[config.mk]
export PLATFORM = sky130hd
export DESIGN_NAME = seq_pattern_tx
export DESIGN_NICKNAME = d
export VERILOG_FILES = /design/src/rtl/seq_pattern_tx.sv
export SDC_FILE = /design/constraint.sdc
export NUM_CORES = 1
export LEC_CHECK = 0
export ABC_AREA = 1
export ABC_CLOCK_PERIOD_IN_PS = 2630
export CORE_MARGIN = 3
export CORE_UTILIZATION = 56
export DETAILED_ROUTE_END_ITERATION = 6
export HOLD_SLACK_MARGIN = 0.12
export PLACE_DENSITY_LB_ADDON = 0.15
export SYNTH_ARGS = -nofsm -noshare
export SYNTH_HDL_FRONTEND = slang
export SYNTH_SLANG_ARGS = --single-unit
[constraint.sdc]
create_clock -name i_clock -period 2.63 [get_ports i_clock]
set_input_delay 0.526 -clock i_clock [delete_from_list [all_inputs] [get_ports i_clock]]
set_output_delay 0.526 -clock i_clock [all_outputs]
set_load 0.005 [all_outputs]
[src/rtl/seq_pattern_tx.sv]
// seq_pattern_tx: serialises each accepted payload as preamble 1,0,1 + payload MSB first, then idles GAP_CYCLES.
// Define SEQ_TX_PARITY_EN to append an even-parity bit after the payload.
module seq_pattern_tx #(
  parameter int DATA_WIDTH = 8,
  parameter int GAP_CYCLES = 2
) (
  input  logic                  i_clock,
  input  logic                  i_reset,
  input  logic                  i_valid,
  input  logic [DATA_WIDTH-1:0] i_data,
  output logic                  o_ready,
  output logic                  o_data_out,
  output logic                  o_bit_valid,
  output logic                  o_frame_done
);
  localparam int CNT_MAX = (DATA_WIDTH > GAP_CYCLES) ? ((DATA_WIDTH > 3) ? DATA_WIDTH : 3)
                                                     : ((GAP_CYCLES > 3) ? GAP_CYCLES : 3);
  localparam int CW = $clog2(CNT_MAX);
`ifdef SEQ_TX_PARITY_EN
  typedef enum logic [2:0] {IDLE, PREAMBLE, DATA, GAP, PARITY} state_t;
`else
  typedef enum logic [2:0] {IDLE, PREAMBLE, DATA, GAP} state_t;
`endif
  state_t                state_q, state_d, after_frame;
  logic [CW-1:0]         cnt_q, cnt_d;
  logic [DATA_WIDTH-1:0] sh_q, sh_d;
  logic                  rdy_q, dout_q, bv_q, done_q;
  logic                  rdy_d, dout_d, bv_d, done_d, last_bit;
`ifdef SEQ_TX_PARITY_EN
  logic                  par_q, par_d;
`endif
  assign after_frame = (GAP_CYCLES == 0) ? IDLE : GAP;
  always_comb begin
    state_d  = state_q;
    cnt_d    = cnt_q;
    sh_d     = sh_q;
    last_bit = 1'b0;
`ifdef SEQ_TX_PARITY_EN
    par_d    = par_q;
`endif
    case (state_q)
      IDLE: if (i_valid && rdy_q) begin
        state_d = PREAMBLE;
        cnt_d   = '0;
        sh_d    = i_data;
`ifdef SEQ_TX_PARITY_EN
        par_d   = ^i_data;
`endif
      end
      PREAMBLE: begin
        state_d = (cnt_q == CW'(2)) ? DATA : PREAMBLE;
        cnt_d   = (cnt_q == CW'(2)) ? '0 : cnt_q + 1'b1;
      end
      DATA: if (cnt_q == CW'(DATA_WIDTH - 1)) begin
        cnt_d = '0;
`ifdef SEQ_TX_PARITY_EN
        state_d = PARITY;
`else
        state_d  = after_frame;
        last_bit = 1'b1;
`endif
      end else begin
        cnt_d = cnt_q + 1'b1;
        sh_d  = sh_q << 1;
      end
`ifdef SEQ_TX_PARITY_EN
      PARITY: begin
        state_d  = after_frame;
        last_bit = 1'b1;
      end
`endif
      GAP: begin
        state_d = (cnt_q == CW'(GAP_CYCLES - 1)) ? IDLE : GAP;
        cnt_d   = (cnt_q == CW'(GAP_CYCLES - 1)) ? '0 : cnt_q + 1'b1;
      end
      default: state_d = IDLE;
    endcase
    // Outputs are decoded from the next state so they appear registered in the cycle they describe.
    rdy_d  = (state_d == IDLE);
    bv_d   = (state_d != IDLE) && (state_d != GAP);
    done_d = last_bit;
`ifdef SEQ_TX_PARITY_EN
    dout_d = (state_d == PREAMBLE) ? (cnt_d != CW'(1)) :
             (state_d == DATA)     ? sh_d[DATA_WIDTH-1] :
             (state_d == PARITY)   ? par_d : 1'b0;
`else
    dout_d = (state_d == PREAMBLE) ? (cnt_d != CW'(1)) :
             (state_d == DATA)     ? sh_d[DATA_WIDTH-1] : 1'b0;
`endif
  end
  always_ff @(posedge i_clock or posedge i_reset) begin
    if (i_reset) begin
      state_q <= IDLE;
      cnt_q   <= '0;
      sh_q    <= '0;
      rdy_q   <= 1'b0;
      dout_q  <= 1'b0;
      bv_q    <= 1'b0;
      done_q  <= 1'b0;
    end else begin
      state_q <= state_d;
      cnt_q   <= cnt_d;
      sh_q    <= sh_d;
      rdy_q   <= rdy_d;
      dout_q  <= dout_d;
      bv_q    <= bv_d;
      done_q  <= done_d;
    end
  end
`ifdef SEQ_TX_PARITY_EN
  always_ff @(posedge i_clock or posedge i_reset) begin
    if (i_reset) par_q <= 1'b0;
    else         par_q <= par_d;
  end
`endif
  assign o_ready      = rdy_q;
  assign o_data_out   = dout_q;
  assign o_bit_valid  = bv_q;
  assign o_frame_done = done_q;
endmodule
# Word-level counts from Yosys, hierarchy flattened
# Cells that the tools add are included.
[totals]
reg_bits = 18
latch_bits = 0
ram_bits = 0
rom_bits = 0
in_bits = 11
output_inout_bits = 4
elab_cells = 45
memories = 0
[op_classes]
addsub = 1
mul = 0
n_div = 0
n_lt_le_gt_ge = 0
n_eq_ne = 12
shift = 0
n_mux = 17
bitwise_logic = 0
reduce_logical = 7
[ops]
columns = ["cell", "count"]
rows = [
  ["3-bit case mux with 4 select lines", 2],
  ["3-bit two-way mux", 6],
  ["8-bit two-way mux", 2],
  ["8-bit case mux with 2 select lines", 1],
  ["3-bit by 2-bit equality test with 1-bit output (second input constant)", 4],
  ["3-bit by 1-bit equality test with 1-bit output (second input constant)", 3],
  ["3-bit logical NOT", 2],
  ["1-bit two-way mux", 4],
  ["2-bit two-way mux", 2],
  ["2-bit != test (second input constant)", 2],
  ["3-bit by 1-bit adder with 3-bit output (second input constant)", 1],
  ["3-bit equality test (second input constant)", 1],
  ["3-bit by 1-bit != test with 1-bit output (second input constant)", 1],
  ["3-bit by 2-bit != test with 1-bit output (second input constant)", 1],
  ["3-bit AND reduction", 1],
  ["3-bit nonzero test", 1],
  ["1-bit logical AND", 2],
  ["2-bit nonzero test", 1],
]

# Longest topological paths before layout
# Gate-level depths: netlist (run 1).
[depth]
ltp_word = 6
depth_mapped = 12
mapped_depth_nobuf = 12

# Worst setup path after synthesis (run 1)
# Ideal clock, no wire load.
[synth_path]
kind = "register to register"
from = "register cnt_q[0]"
to = "register dout_q (netlist: o_data_out)"
setup_time_ns = 0.117
arrival_ns = 1.481
required_time_ns = 2.513
setup_slack_ns = 1.032
path_stages_with_launch = 10
n_path_buf = 0
synth_period_minus_slack_ns = 1.598
cell_sequence = "dfrtp_1 ha_1 ha_1 or2_2 nor2_1 nor2_1 nand3_1 nand3_1 nand2_1 nand2_1"
[synth_via]
elab_cells_between_ends = 20
classes_between = "add/sub: 1; eq/ne: 6; mux: 13"
[synth_rtl]
columns = ["element", "line", "rtl"]
rows = [
  ["start: declaration", "25", "logic [CW-1:0] cnt_q, cnt_d;"],
  ["start signal: assignment", "102", "cnt_q <= cnt_d;"],
  ["3-bit by 1-bit adder with 3-bit output (tied with other cells)", "52, 63, 74", ""],
  ["3-bit two-way mux (on tied branches)", "74, 52, 54", ""],
  ["3-bit case mux with 4 select lines *", "41", "case (state_q)"],
  ["net cnt_d[0]", "25", ""],
  ["3-bit by 1-bit != test with 1-bit output *", "87", "dout_d = (state_d == PREAMBLE) ? (cnt_d != CW'(1)) :"],
  ["1-bit two-way mux *", "87", ""],
  ["net dout_d", "28", "logic rdy_d, dout_d, bv_d, done_d, last_bit;"],
  ["end signal: assignment", "105", "dout_q <= dout_d;"],
  ["end: declaration", "27", "logic rdy_q, dout_q, bv_q, done_q;"],
]
# The timed path passes the listed nets; every way through them passes the cells marked *. The select of a mux whose other input is x is not followed.
# A chain may end at the register's enable or synchronous reset.

# Worst setup path in the final report (run 1)
# Same ends and word-level chain as after synthesis.

==> metrics.cfg, run 1 <==
[timing]
max_slew.worst_pin.slew_ns = 0.661
holdWs_ns = 0.494
clock.fmax_mhz = 559
finalCriticalPeriod_ns = 1.79
finClkSkew_ns = 0.0129
min_period_over_period = 0.680
rsz0062_at_grt = no
setup_violations = 0
tns_ns = 0
relSlewSlack = 0.559
drv_slew = 0
finalHoldViolations = 0

[logic_synthesis]
synth_seq_area_share = 0.455
syn_area_per_cell_sq_um = 7.74
ys_seq_elements = 18
synth_top_area_frac = 0.455
synth_cell_type_count = 18
synth_warnings = 0
synth_top_cells_by_area = dfrtp_1, nand2_1, nor2_1
syn-cell-area_sq_um = 991
syn_inst = 128
syn_nets = 143
yosysTopAreaCell = dfrtp_1

[critical_path]
critPathSlowestCell = dfrtp_1
critical_path_buf_inv_count = 0
start_kind = register
critPathKind = reg2reg
path_cells = ha_1 -> ha_1 -> or2_2 -> nor2_1 -> nor2_1 -> nand3_1 -> nand3_1 -> nand2_1 -> nand2_1
reg2regPathDepth = 9
cpPeakStageDelay_ns = 0.46
arrival_ns = 1.98
crit_family = simple AND/OR/NAND/NOR gates
cp.required_ns = 2.82
cp.depth = 9
crit_path_end_kind = register
cp_max_fo = 6

[finish]
drive_above_1_share = 0.123
num_antenna_cells = 0
fin_area_sq_um = 1190
final_cell_mix = nand2_1, nor2_1, dfrtp_1, inv_1, clkdlybuf4s50_1
area_delta_synth_final_pct = 19.8
layout_commonest_cell = nand2_1
final_cells = 162
final_net_count = 162
nFillCells = 110

[placement]
gp_congestion = 0.857
hpwl_um = 1540
portBuffers = 14
dp_cells = 158
dpl_cell_area_sq_um = 1150

[clock_network]
htreeDepth = 1
post_cts_resized = 0
cts_tree = done
insertion_delay_ns = 0.30
cts_made_buffers = 3
clk_pin_slew_ns = 0.11
cts_root_buf = clkbuf_4
postCtsSetupBuffers = 0
hold_buffers = 0
ctsLongestPathBuffers = 2
numClockSinks = 18

[floorplan]
ioPinCount = 15
die_h_um = 48.1
die_width_um = 48.1
start_util = 0.629
coreArea_sq_um = 1580
dieArea_sq_um = 2310
fp-row-count = 14

[global_routing]
overflow = 0
grt_pass1_vias = 784
grt_pass1_wl_um = 3310
grt_antenna_before_repair = 0
grt_max_degree = 19
grt.total_usage = 0.211

[pwr]
switchingPower_uw = 379
p_leak_uw = 0.000626
switching_share = 0.377
p_comb_frac = 0.382
seqPwrFrac = 0.447
clock_power_share = 0.171
power.internal_uw = 625
power_density_nw_per_um2 = 846
power.total_uw = 1000
ir_drop_uv = 641

[routing]
detail_route.wl_per_cell_um = 12.2
vias = 854
viasPerCell = 5.27
ant_nets = 0
first_iter_violations = 20
totalWireLength_um = 1970
dr.pass1.iters = 4
drc = 0

[status]
status = completed

[worst_hold_path]
holdCritPathClass = reg2reg
whs_path_depth = 2

[flow_run]
maxCapViolations = 0

[synth_stat cells]
master / n
inv_2: 2
nor2_4: 4
inv_1: 14
or2_1: 1
o21ai_1: 1
a22oi_1: 6
nor2_2: 2
dfrtp_1: 18
nor2_1: 24
nand3_1: 4
ha_1: 4
a21oi_1: 1
conb_1: 1
o22ai_1: 1
nand2_1: 39
or2_2: 1
nand2_2: 3
nand3_2: 2
[flip-flops by register name, indices dropped and copies added (netlist names)]
register and cells:
o_bit_valid 1, o_ready 1, state_q 3, o_frame_done 1
o_data_out 1, cnt_q 3, sh_q 8
[routing by layer]
layer,up-vias,routed length [um],part of all wire,GRT usage
met1,389,823,0.42,0.274
met5,-,0,0,0
met2,32,950,0.48,0.311
met4,0,34,0.017,0.108
met3,5,161,0.082,0.0677
li1,428,-,-,-
[power by group through the flow]
stage	logic [uW]	registers, uW	clock network, uW
4_1_cts	387	449	175
2_1_floorplan	264	440	0
6_report	384	449	171
5_1_grt	448	464	187
3_3_place_gp	364	453	0
3_5_place_dp	383	454	0
[worst register-to-register path, stage by stage, from the launching register on]
cell,delay [ns]
dfrtp_1,0.46
ha_1,0.23
ha_1,0.22
or2_2,0.28
nor2_1,0.11
nor2_1,0.06
nand3_1,0.11
nand3_1,0.09
nand2_1,0.06
nand2_1,0.05
[area by class of cell]
class                      count  area, sq um  area share
multi-input combinational     94          480       0.405
sequential                    18          450       0.379
inverter                      16         60.1      0.0506
clock buffer                   4         36.3      0.0306
timing repair buffer          14          140       0.118
tap                           16         20.0      0.0169
[per-stage QoR]
step	utilization	setup slack [ns]
2_1_floorplan	-	1.03
3_3_place_gp	0.730	0.749
3_5_place_dp	0.730	0.701
4_1_cts	0.753	0.854
5_1_grt	0.753	0.702
6_report	0.753	0.842
[cell families (layout without fill, tap and decap cells)]
| group | Yosys count | after routing | synth area share |
|---|---|---|---|
| AO/OA/AOI/OAI | 9 | 9 | 0.0619 |
| adder cells (fa/ha/maj) | 4 | 4 | 0.0505 |
| buffers and inverters | 16 | 34 | 0.0606 |
| flip-flops | 18 | 18 | 0.455 |
| other | 1 | 1 | 0.00378 |
| AND/OR/NAND/NOR | 80 | 80 | 0.369 |
[worst paths after layout]
kind,slack (ns),endpoint,start
min in group asynchronous,0.60,sh_q[5],i_reset
worst min register to register,0.49,sh_q[5],sh_q[5]
worst max register to register,0.84,o_data_out,cnt_q[0]
worst min-delay path,0.49,sh_q[5],sh_q[5]
max in group asynchronous,1.59,state_q[1],i_reset
worst max-delay path,0.84,o_data_out,cnt_q[0]
No activity file was read; power rests on OpenSTA's default activity.
==> run 2: changes to the inputs <==
--- a/config.mk
+++ b/config.mk
@@ -6,9 +6,9 @@
 export NUM_CORES = 1
 export LEC_CHECK = 0
 export ABC_AREA = 1
-export ABC_CLOCK_PERIOD_IN_PS = 2630
+export ABC_CLOCK_PERIOD_IN_PS = 1450
 export CORE_MARGIN = 3
-export CORE_UTILIZATION = 56
+export CORE_UTILIZATION = 47
 export DETAILED_ROUTE_END_ITERATION = 6
 export HOLD_SLACK_MARGIN = 0.12
 export PLACE_DENSITY_LB_ADDON = 0.15
==> constraint.sdc (replaced) <==
create_clock -name i_clock -period 1.45 [get_ports i_clock]
set_input_delay 0.29 -clock i_clock [delete_from_list [all_inputs] [get_ports i_clock]]
set_output_delay 0.29 -clock i_clock [all_outputs]
set_load 0.005 [all_outputs]
==> metrics.cfg, run 2 (synthesis results as in run 1) <==
[finish]
final_cell_mix = nand2_1, nor2_1, dfrtp_1, nand2_2
layout_commonest_cell = nand2_1
top_regs = sh_q (8), cnt_q (3), state_q (3)
final_cells = 186  ; +15%
final_net_count = 178  ; +9.9%
largest_reg_flops = 8  ; unchanged
num_antenna_cells = 0  ; unchanged
nFillCells = 117  ; +6.4%
area_delta_synth_final_pct = 50.0
drive_above_1_share = 0.410  ; +0.287
top_register = sh_q

[floorplan]
die_width_um = 51.9  ; +8.0%
fp-row-count = 15  ; +1
start_util = 0.533  ; -0.0952
dieArea_sq_um = 2700  ; +17%
coreArea_sq_um = 1860  ; +18%
ioPinCount = 15  ; unchanged
die_h_um = 51.9  ; +8.0%

[clock_network]
cts_root_buf = clkbuf_4
cts_made_buffers = 3  ; unchanged
numClockSinks = 18  ; unchanged
ctsLongestPathBuffers = 2  ; unchanged
cts_tree = done
insertion_delay_ns = 0.28  ; -0.02 ns
htreeDepth = 1  ; unchanged
hold_buffers = 0  ; unchanged
clk_pin_slew_ns = 0.09  ; -0.02 ns

[global_routing]
grt_pass1_vias = 901  ; +15%
overflow = 0  ; unchanged
grt_max_degree = 19  ; unchanged
grt.total_usage = 0.185  ; -0.0255
grt_pass1_wl_um = 3730  ; +13%
grt_antenna_before_repair = 0  ; unchanged

[critical_path]
start_kind = register
arrival_ns = 1.84  ; -0.14 ns
critPathKind = reg2reg
cp.required_ns = 1.62  ; -1.20 ns
crit_path_end_kind = register
reg2regPathDepth = 10  ; +1
cp_max_fo = 4  ; -2
cp_common_cell = nand2_1
path_cells = ha_4 -> ha_4 -> nand2_2 -> nor2_1 -> nor2_1 -> nand2_1 -> nor2_2 -> nand3_1 -> nand2_1 -> nand2_1
critPathSlowestCell = dfrtp_2
cpPeakStageDelay_ns = 0.47  ; about the same

[routing]
ant_nets = 0  ; unchanged
vias = 966  ; +13%
dr.pass1.iters = 4  ; unchanged
totalWireLength_um = 2480  ; +26%
detail_route.wl_per_cell_um = 13.3  ; +9.5%
drc = 0  ; unchanged
first_iter_violations = 41  ; +110%
viasPerCell = 5.19  ; -1.5%

[status]
violations = setup timing
status = finished, violations left

[timing]
finalHoldViolations = 0  ; unchanged
timing.final.ws_setup_ns = -0.216  ; -1.06 ns
min_period_over_period = 1.15  ; +0.469
finalCriticalPeriod_ns = 1.67  ; -0.122 ns
finClkSkew_ns = 0.000960  ; -0.0119 ns
setup_violations = 13  ; +13
rsz0062_at_grt = yes
drv_slew = 0  ; unchanged
clock.fmax_mhz = 600  ; +7.3%

[placement]
hpwl_um = 1620  ; +5.4%
dp_cells = 178  ; +13%
gp_congestion = 0.833  ; -2.7%
place_ws_ns = -0.199  ; -0.900 ns
portBuffers = 14  ; unchanged

[flow_run]
maxCapViolations = 0  ; unchanged

[worst_hold_path]
holdCritPathClass = in2async

[pwr]
seqPwrFrac = 0.387  ; -0.060
power.internal_uw = 1380  ; +120%
ir_drop_uv = 1060  ; +66%
switchingPower_uw = 887  ; +130%
p_leak_uw = 0.000738  ; +18%
p_comb_frac = 0.509  ; +0.127
switching_share = 0.391  ; +0.0139
power_density_nw_per_um2 = 1520  ; +80%
clock_power_share = 0.104  ; -0.067

[run 2: changes by cell type in the layout (fill, tap and decap cells not counted), moves of 3 or more]
cell | before | now
buf_4 | 0 | 12
buf_6 | 0 | 3
ha_1 | 4 | 0
ha_4 | 0 | 4
inv_1 | 14 | 9
inv_2 | 2 | 7
nand2_1 | 39 | 23
nand2_2 | 3 | 13
nand2_4 | 0 | 6
nor2_1 | 24 | 20
[run 2: final timing paths]
path                           from    endpoint  slack (ns)
max                        cnt_q[1]  o_data_out       -0.22
min                         i_reset     sh_q[4]        0.31
max reg2reg                cnt_q[1]  o_data_out       -0.22
min reg2reg                 sh_q[7]     sh_q[7]        0.50
max in group asynchronous   i_reset    cnt_q[1]        0.93
min in group i_clock        sh_q[7]     sh_q[7]        0.50
[run 2: cell type report]
class                           count  area (sq um)  share of cell area
Clock buffer                        3          22.5              0.0152
Inverter                           16          60.1              0.0404
Multi-Input combinational cell     94           631               0.424
Sequential cell                    18           453               0.305
Tap cell                           25          31.3              0.0210
Timing Repair Buffer               30           289               0.194
[run 2: power groups by stage]
stage          Sequential [uW]  Clock, uW  Combinational (uW)
2_1_floorplan              802          0                 490
3_3_place_gp               815          0                 824
3_5_place_dp               828          0                 850
4_1_cts                    811        249                 904
5_1_grt                    896        271                1260
6_report                   876        236                1150
[run 2: worst max-delay path: cells and delay by family (launching register included)]
family / cells / cell delay [ns]
and+or+nand+nor: 8 / 0.68
adders and majority gates: 2 / 0.41
DFF: 1 / 0.47
[run 2: timing repair]
action	in CTS	in global routing
setup buffers	5	1
gates resized for setup	4	43
pin swaps	3	9
setup endpoints to repair	7	16
cloned	0	0
[run 2: layer usage]
| layer | global-route usage | vias up | wire length (um) |
|---|---|---|---|
| li1 | - | 460 | - |
| met1 | 0.231 | 450 | 971 |
| met2 | 0.314 | 45 | 1280 |
| met3 | 0.0573 | 11 | 146 |
| met4 | 0.0349 | 0 | 78 |
| met5 | 0 | - | 0 |
[run 2: through the flow]
| stage | TNS (ns) | hold slack (ns) | cell area (sq um) | utilization | power [uW] |
|---|---|---|---|---|---|
| global placement | -0.692 | 0.458 | 1270 | 0.686 | 1640 |
| finish | -0.777 | 0.312 | 1490 | 0.800 | 2270 |
| CTS | -0.349 | 0.316 | 1340 | 0.720 | 1960 |
| global route | -1.52 | 0.333 | 1490 | 0.800 | 2420 |
| detailed placement | -0.965 | 0.470 | 1270 | 0.686 | 1680 |
| floorplan | -0.00979 | 0.229 | 1010 | - | 1290 |
